**config.mk**
```make
export PLATFORM = sky130hd
export DESIGN_NAME = truth_table_sequencer
export DESIGN_NICKNAME = d
export VERILOG_FILES = /design/src/rtl/truth_table_pkg.sv /design/src/rtl/tt_settle_timer.sv /design/src/rtl/truth_table_sequencer.sv
export SDC_FILE = /design/constraint.sdc
export NUM_CORES = 1
export LEC_CHECK = 0
export ABC_CLOCK_PERIOD_IN_PS = 1600
export CAP_MARGIN = 15
export CORE_MARGIN = 8
export CORE_UTILIZATION = 40
export DETAILED_ROUTE_END_ITERATION = 7
export HOLD_SLACK_MARGIN = 0.08
export PLACE_DENSITY_LB_ADDON = 0.25
export SKIP_CTS_REPAIR_TIMING = 1
export SLEW_MARGIN = 0
export SYNTH_ARGS = -nofsm -noshare
export SYNTH_HDL_FRONTEND = slang
export SYNTH_SLANG_ARGS = --single-unit
```
**constraint.sdc**
```tcl
create_clock -name clk -period 1.6 [get_ports clk]
set_input_delay 0.48 -clock clk [delete_from_list [all_inputs] [get_ports clk]]
set_output_delay 0.48 -clock clk [all_outputs]
set_load 0.01 [all_outputs]
```
**src/rtl/truth_table_pkg.sv**
```systemverilog
// Shared types and sizes for the truth-table sweep controller.
// Optional golden-compare logic is enabled with TT_CHECK_EN.
package truth_table_pkg;

    localparam int N_IN  = 4;
    localparam int N_OUT = 10;
    localparam int ROWS  = 2 ** N_IN;

    typedef enum logic [1:0] {
        IDLE,
        SETTLE,
        PRESENT,
        DONE
    } tt_state_t;

    typedef struct packed {
        logic [N_IN-1:0]  idx;
        logic [N_OUT-1:0] data;
    } tt_row_t;

endpackage

```
**src/rtl/tt_settle_timer.sv**
```systemverilog
// Loadable down-counter that stops at zero; zero flags the end of settling.
// Load takes priority over counting.
module tt_settle_timer #(
    parameter int W = 3
) (
    input  logic         clk,
    input  logic         rst,
    input  logic         load,
    input  logic [W-1:0] load_val,
    input  logic         en,
    output logic         zero
);

    logic [W-1:0] cnt;

    always_ff @(posedge clk) begin
        if (rst) begin
            cnt <= '0;
        end else if (load) begin
            cnt <= load_val;
        end else if (en && cnt != '0) begin
            cnt <= cnt - 1'b1;
        end
    end

    assign zero = (cnt == '0);

endmodule

```
**src/rtl/truth_table_sequencer.sv**
```systemverilog
// Steps the board inputs through every row, settles, captures and streams rows.
// Define TT_CHECK_EN to add exp_data, mismatch and mismatch_cnt.
module truth_table_sequencer
    import truth_table_pkg::*;
#(
    parameter int SETTLE_CYCLES = 6
) (
    input  logic             clk,
    input  logic             rst,
    input  logic             start,
    input  logic             abort,
    output logic             busy,
    output logic             done,
    output logic             w,
    output logic             x,
    output logic             y,
    output logic             z,
    input  logic [N_OUT-1:0] f_in,
`ifdef TT_CHECK_EN
    input  logic [N_OUT-1:0] exp_data,
    output logic             mismatch,
    output logic [N_IN:0]    mismatch_cnt,
`endif
    output logic [N_IN-1:0]  row_idx,
    output logic [N_OUT-1:0] row_data,
    output logic             row_valid,
    input  logic             row_ready
);

    localparam int CW = $clog2(SETTLE_CYCLES + 1);
    localparam logic [CW-1:0] RELOAD = CW'(SETTLE_CYCLES - 1);
    localparam logic [N_IN-1:0] LAST_ROW = N_IN'(ROWS - 1);

    tt_state_t state_q;
    tt_state_t state_d;
    tt_row_t   row_q;
    logic      go;
    logic      load;
    logic      capture;
    logic      advance;
    logic      zero;

    tt_settle_timer #(.W(CW)) u_timer (
        .clk      (clk),
        .rst      (rst),
        .load     (load),
        .load_val (RELOAD),
        .en       (state_q == SETTLE),
        .zero     (zero)
    );

    always_ff @(posedge clk) begin
        if (rst) begin
            state_q <= IDLE;
        end else begin
            state_q <= state_d;
        end
    end

    always_comb begin
        state_d = state_q;
        go      = 1'b0;
        load    = 1'b0;
        capture = 1'b0;
        advance = 1'b0;
        unique case (state_q)
            IDLE: begin
                if (start && !abort) begin
                    state_d = SETTLE;
                    go      = 1'b1;
                    load    = 1'b1;
                end
            end
            SETTLE: begin
                if (abort) begin
                    state_d = IDLE;
                end else if (zero) begin
                    state_d = PRESENT;
                    capture = 1'b1;
                end
            end
            PRESENT: begin
                // abort outranks a same-cycle handshake
                if (abort) begin
                    state_d = IDLE;
                end else if (row_ready) begin
                    if (row_q.idx == LAST_ROW) begin
                        state_d = DONE;
                    end else begin
                        state_d = SETTLE;
                        advance = 1'b1;
                        load    = 1'b1;
                    end
                end
            end
            DONE: begin
                state_d = IDLE;
            end
            default: begin
                state_d = IDLE;
            end
        endcase
    end

    always_ff @(posedge clk) begin
        if (rst) begin
            row_q     <= '0;
            row_valid <= 1'b0;
        end else begin
            if (go) begin
                row_q.idx <= '0;
            end else if (advance) begin
                row_q.idx <= row_q.idx + 1'b1;
            end
            if (capture) begin
                row_q.data <= f_in;
            end
            row_valid <= (state_d == PRESENT);
        end
    end

`ifdef TT_CHECK_EN
    localparam logic [N_IN:0] CNT_SAT = (N_IN + 1)'(ROWS);

    logic miss;
    assign miss = (f_in != exp_data);

    always_ff @(posedge clk) begin
        if (rst) begin
            mismatch     <= 1'b0;
            mismatch_cnt <= '0;
        end else begin
            if (capture) begin
                mismatch <= miss;
            end else if (state_d != PRESENT) begin
                mismatch <= 1'b0;
            end
            if (go) begin
                mismatch_cnt <= '0;
            end else if (capture && miss && mismatch_cnt != CNT_SAT) begin
                mismatch_cnt <= mismatch_cnt + 1'b1;
            end
        end
    end
`endif

    assign busy         = (state_q != IDLE);
    assign done         = (state_q == DONE);
    assign {w, x, y, z} = row_q.idx;
    assign row_idx      = row_q.idx;
    assign row_data     = row_q.data;

endmodule

```
# == Word-level counts from Yosys, hierarchy flattened ==
# Index checks and enable logic that the tools add are counted.
# word_totals
regBits,20
input_bits,15
out_inout_bits,21
# classes
reduce_logical,10
eq_ne,5
muxes,19
addsub,2
# op_table
operator,count
two-way mux 2 bit,6
two-way mux 1 bit,9
case mux 2 bit (4 select lines),1
"== test 2 bit, second input constant",3
two-way mux 3 bit,2
"adder 4 x 1 -> 4 bit, second input constant",1
"== test 4 bit, second input constant",1
nonzero test 2 bit,2
OR reduction 2 bit,2
logical NOT 3 bit,1
nonzero test 3 bit,1
"subtractor 3 x 1 -> 3 bit, second input constant",1
"== test 2 x 1 -> 1 bit, second input constant",1
logical AND 1 bit,2
logical NOT 2 bit,1
case mux 1 bit (2 select lines),1
logical NOT 1 bit,1

# == Depth between registers and ports, before layout ==
# depth
word_depth,6
ltp_mapped,7
ltp_nobuf,6

# == Hierarchy ==
# Synthesis repeated with hierarchy kept, for this count alone.
# hier_totals
cells_unflattened,116
area_unflattened_um2,969.7
# by_module_without_submodules
module,seq_area_each_um2,cells_per_inst,instances,area_per_inst_um2
truth_table_sequencer,340.3,95,1,787.0
tt_settle_timer,60.1,21,1,182.7

# == Worst setup path before layout ==
# No wires, ideal clock.
# synth_path
path_type,input port to flip-flop
start,input abort
end,"register row_q, in the netlist row_idx[3]"
setup_slack_ns,0.203
arrival_ns,1.327
setup_time_ns,0.070
stages,4
n_path_buf,0
path_cell_list,and4bb_4 nand2_4 or3_1 a21oi_1
# synth_via
elab_chain_cells,5
# synth_lines
element,line,text
"start, declared",truth_table_sequencer.sv:11,"input logic abort,"
logical NOT 1 bit,truth_table_sequencer.sv:68,if (start && !abort) begin
logical AND 1 bit,truth_table_sequencer.sv:68,
two-way mux 1 bit,truth_table_sequencer.sv:68,
two-way mux 1 bit,truth_table_sequencer.sv:66,unique case (state_q)
OR reduction 2 bit (no source line),-,
"end, declared",truth_table_sequencer.sv:36,tt_row_t row_q;
# Several ways; a longest one is shown, not always the timed one.
# A chain may end at the register's enable or synchronous reset.

# == Worst setup path in the final report ==
# layout_path
start,register state_q[1]
end,output busy
# layout_via
elab_chain_cells,1
# layout_lines
element,line,text
"start, declared",truth_table_sequencer.sv:34,tt_state_t state_q;
"start signal, assigned",truth_table_sequencer.sv:56,state_q <= state_d;
nonzero test 2 bit,truth_table_sequencer.sv:147,assign busy = (state_q != IDLE);
"end, declared",truth_table_sequencer.sv:12,"output logic busy,"
# Every way passes these cells.

==> impl_results.md <==
- Worst path cell trace: or2_2, clkbuf_2
- Area of the multi-input gates: 430 sq um
- Area delta synth->final: 62.3%
- Antenna Nets Post-Route: 0
- Vias post-DR: 779
- Placer congestion estimate: 0.779
- 1st-iter DRT viols: 10
- Register bit count reported by yosys: 20
- Crit-path slowest cell: dfxtp_2
- DP HPWL: 1650 microns
- Die height: 63.0 microns
- Clock share of power: 38.6%
- Sequential area share after synthesis: 45.3%
- WP data arrival: 1050 ps
- Clock slew at reported path FFs: 110 ps
- Commonest cells after routing, fill and taps aside: dlymetal6s2s_1 (21), nor2_1 (16), dfxtp_1 (15)
- Synth unique cells: 28
- TritonCTS Sinks: 20
- CP endpoint kind: output port
- Status: finished, final reports clean
- Final Slew Violations: 0
- Antenna cell count: 0
- Root buf cell: clkbuf_4
- Commonest non-fill, non-tap cell in the layout: dlymetal6s2s_1
- Switch share: 20.6%
- Total global routing overflow: 0
- Leakage: 0.915 nW
- Net Switching: 0.219 mW
- Cells after DPL: 160
- CTS Buffer Depth: 2
- Sequential Power Share: 48.5%
- CTS tree: built
- Final setup viols: 0
- Worst path top cell family by delay: flip-flops
- Slew @ Worst Pin: 292 ps
- Syn avg cell area: 9.60 sq um
- Final instance area: 1430 sq um
- RSZ-0062 raised after global routing: no
- Max Cap Viol: 0
- Clock Skew: 2.69 ps
- DR vias/cell: 4.75
- Cells after Synth: 92
- Buffers plus inverters on the worst setup path: 1
- Non-filler cells, final: 164
- Register area: 412 sq um
- CP required: 1120 ps
- Logic pwr share: 13.0%
- Hold crit path type: register to register
- PwrDens: 741 nW/um^2
- Syn Nets: 110
- Internal: 0.843 mW
- Fillers: 176
- Boundary Pins: 36
- F_max: 0.656 GHz
- Synthesized cell area: 883 sq um
- PortBufs: 35
- Core box area: 2150 sq um
- DRC viols: 0
- Initial core utilization: 41.1%
- Final Hold Fails: 0
- TritonCTS Buffers: 3
- Vias in the first global route: 823
- Fin nets: 155
- Final Power: 1.06 mW
- Die ar.: 3970 sq um
- First-pass GRT wire length: 3820 microns
- Layout Utilization: 66.7%
- Largest fanout on the critical path: 3
- Final wirelength: 2180 microns
- Final min period: 1530 ps
- Worst setup path class: register to output port
- DRT Pass-1 Iters: 4
- Max IR drop VDD: 0.000503 V
- Initial antenna violation count: 0
- Final period util: 95.3%
- Fraction of layout cells with a size suffix above 1: 18.4%
- DIE WIDTH: 63.0 microns
- Warnings, synthesis: 0
- Gr usage total: 11.7%
- Critical path startpoint category: register
- Largest stage delay, worst path: 340 ps
- Clk_lat worst skew: 300 ps
- Row cnt: 17
- WL per Instance: 13.3 microns
- Placed instance area: 1320 sq um
- H-tree depth: 1
- Largest net degree at the start of global routing: 15
- Relative slew margins: 80.5%
-- worst register-to-register path: cells and delay by family, from the launching register on --
kind,cells,cell delay (ps)
buffers and inverters,2,300
DFF,1,350
muxes,1,210
and+or+nand+nor,3,490
-- cell usage after synthesis --
cell type / number / area [sq um]
a2111oi_1: 1 / 10.0
mux2i_1: 11 / 110
nand2_4: 1 / 11.3
dfxtp_1: 20 / 400
nor3b_1: 1 / 7.51
and2_1: 2 / 12.5
nor2_1: 16 / 60.1
o21bai_1: 1 / 7.51
o21ai_0: 1 / 5.00
clkbuf_1: 1 / 3.75
and4b_1: 1 / 10.0
and4bb_4: 1 / 16.3
ha_1: 3 / 37.5
xnor2_1: 1 / 8.76
nor2b_1: 1 / 6.26
xor2_1: 1 / 8.76
nor3_1: 1 / 5.00
nor3b_2: 1 / 12.5
a21oi_1: 4 / 20.0
or2_2: 1 / 6.26
nand2b_1: 2 / 12.5
or3_1: 1 / 6.26
nand2_1: 4 / 15.0
a31oi_1: 3 / 18.8
nand3_1: 3 / 15.0
buf_4: 5 / 37.5
nand3b_1: 1 / 7.51
inv_1: 3 / 11.3
-- state kept, by name (all words and copies together), names as in the netlist --
register / flops
row_data: 10
row_idx: 4
state_q: 2
u_timer.cnt: 3
row_valid: 1
-- routing by layer --
layer / vias to the layer above / track usage (%) / part of all wire, % / routed length [microns]
met2: 17 / 18.6 / 49 / 1080
met3: 2 / 5.02 / 6.8 / 147
met4: 0 / 6.27 / 0.78 / 17
li1: 403 / - / - / -
met1: 357 / 12.7 / 43 / 934
met5: - / 0 / 0 / 0
-- power groups by stage --
stage / combinational (mW) / sequential, mW / clock, mW
after global placement: 0.140 / 0.529 / 0
after global routing: 0.151 / 0.518 / 0.457
after detailed placement: 0.142 / 0.530 / 0
after floorplan: 0.0555 / 0.533 / 0
after CTS: 0.143 / 0.519 / 0.434
final: 0.138 / 0.515 / 0.410
-- cells by family (layout without fill, tap and decap cells) --
group,after synthesis,in the layout,share of synthesized area [%]
buffers and inverters,9,53,5.95
muxes,11,11,12.5
xor gates and xnor gates,2,2,1.98
adders and majority gates,3,3,4.25
DFF,20,20,45.3
AOI/OAI and AO/OA,10,10,6.94
and+or+nand+nor,37,37,23.1
-- cell type report --
cell class              instances  share of cell area [%]
multi-input cells              63                    30.0
repair buffers                 46                    34.4
clock inverters                 1                    2.09
inverters                       3                   0.785
clock buffers                   3                    1.57
flip-flops and latches         20                    28.7
well taps                      28                    2.44
-- final timing paths --
check / startpoint / end / slack (ps) / depth (start not counted)
setup / recovery: state_q[1] / busy / 70 / 2
hold / removal: row_idx[1] / row_idx[1] / 500 / 2
setup reg to reg: state_q[0] / row_data[3] / 150 / 6
hold reg to reg: row_idx[1] / row_idx[1] / 500 / 2
-- stage by stage --
stage	TNS [ps]	setup slack (ps)	hold slack, ps
6_report	0	74.8	496
5_1_grt	0	4.19	537
4_1_cts	-3230	-315	517
3_5_place_dp	-4360	-300	485
3_3_place_gp	-3790	-259	471
2_1_floorplan	0	203	478
(Power assumes the default switching activity.)
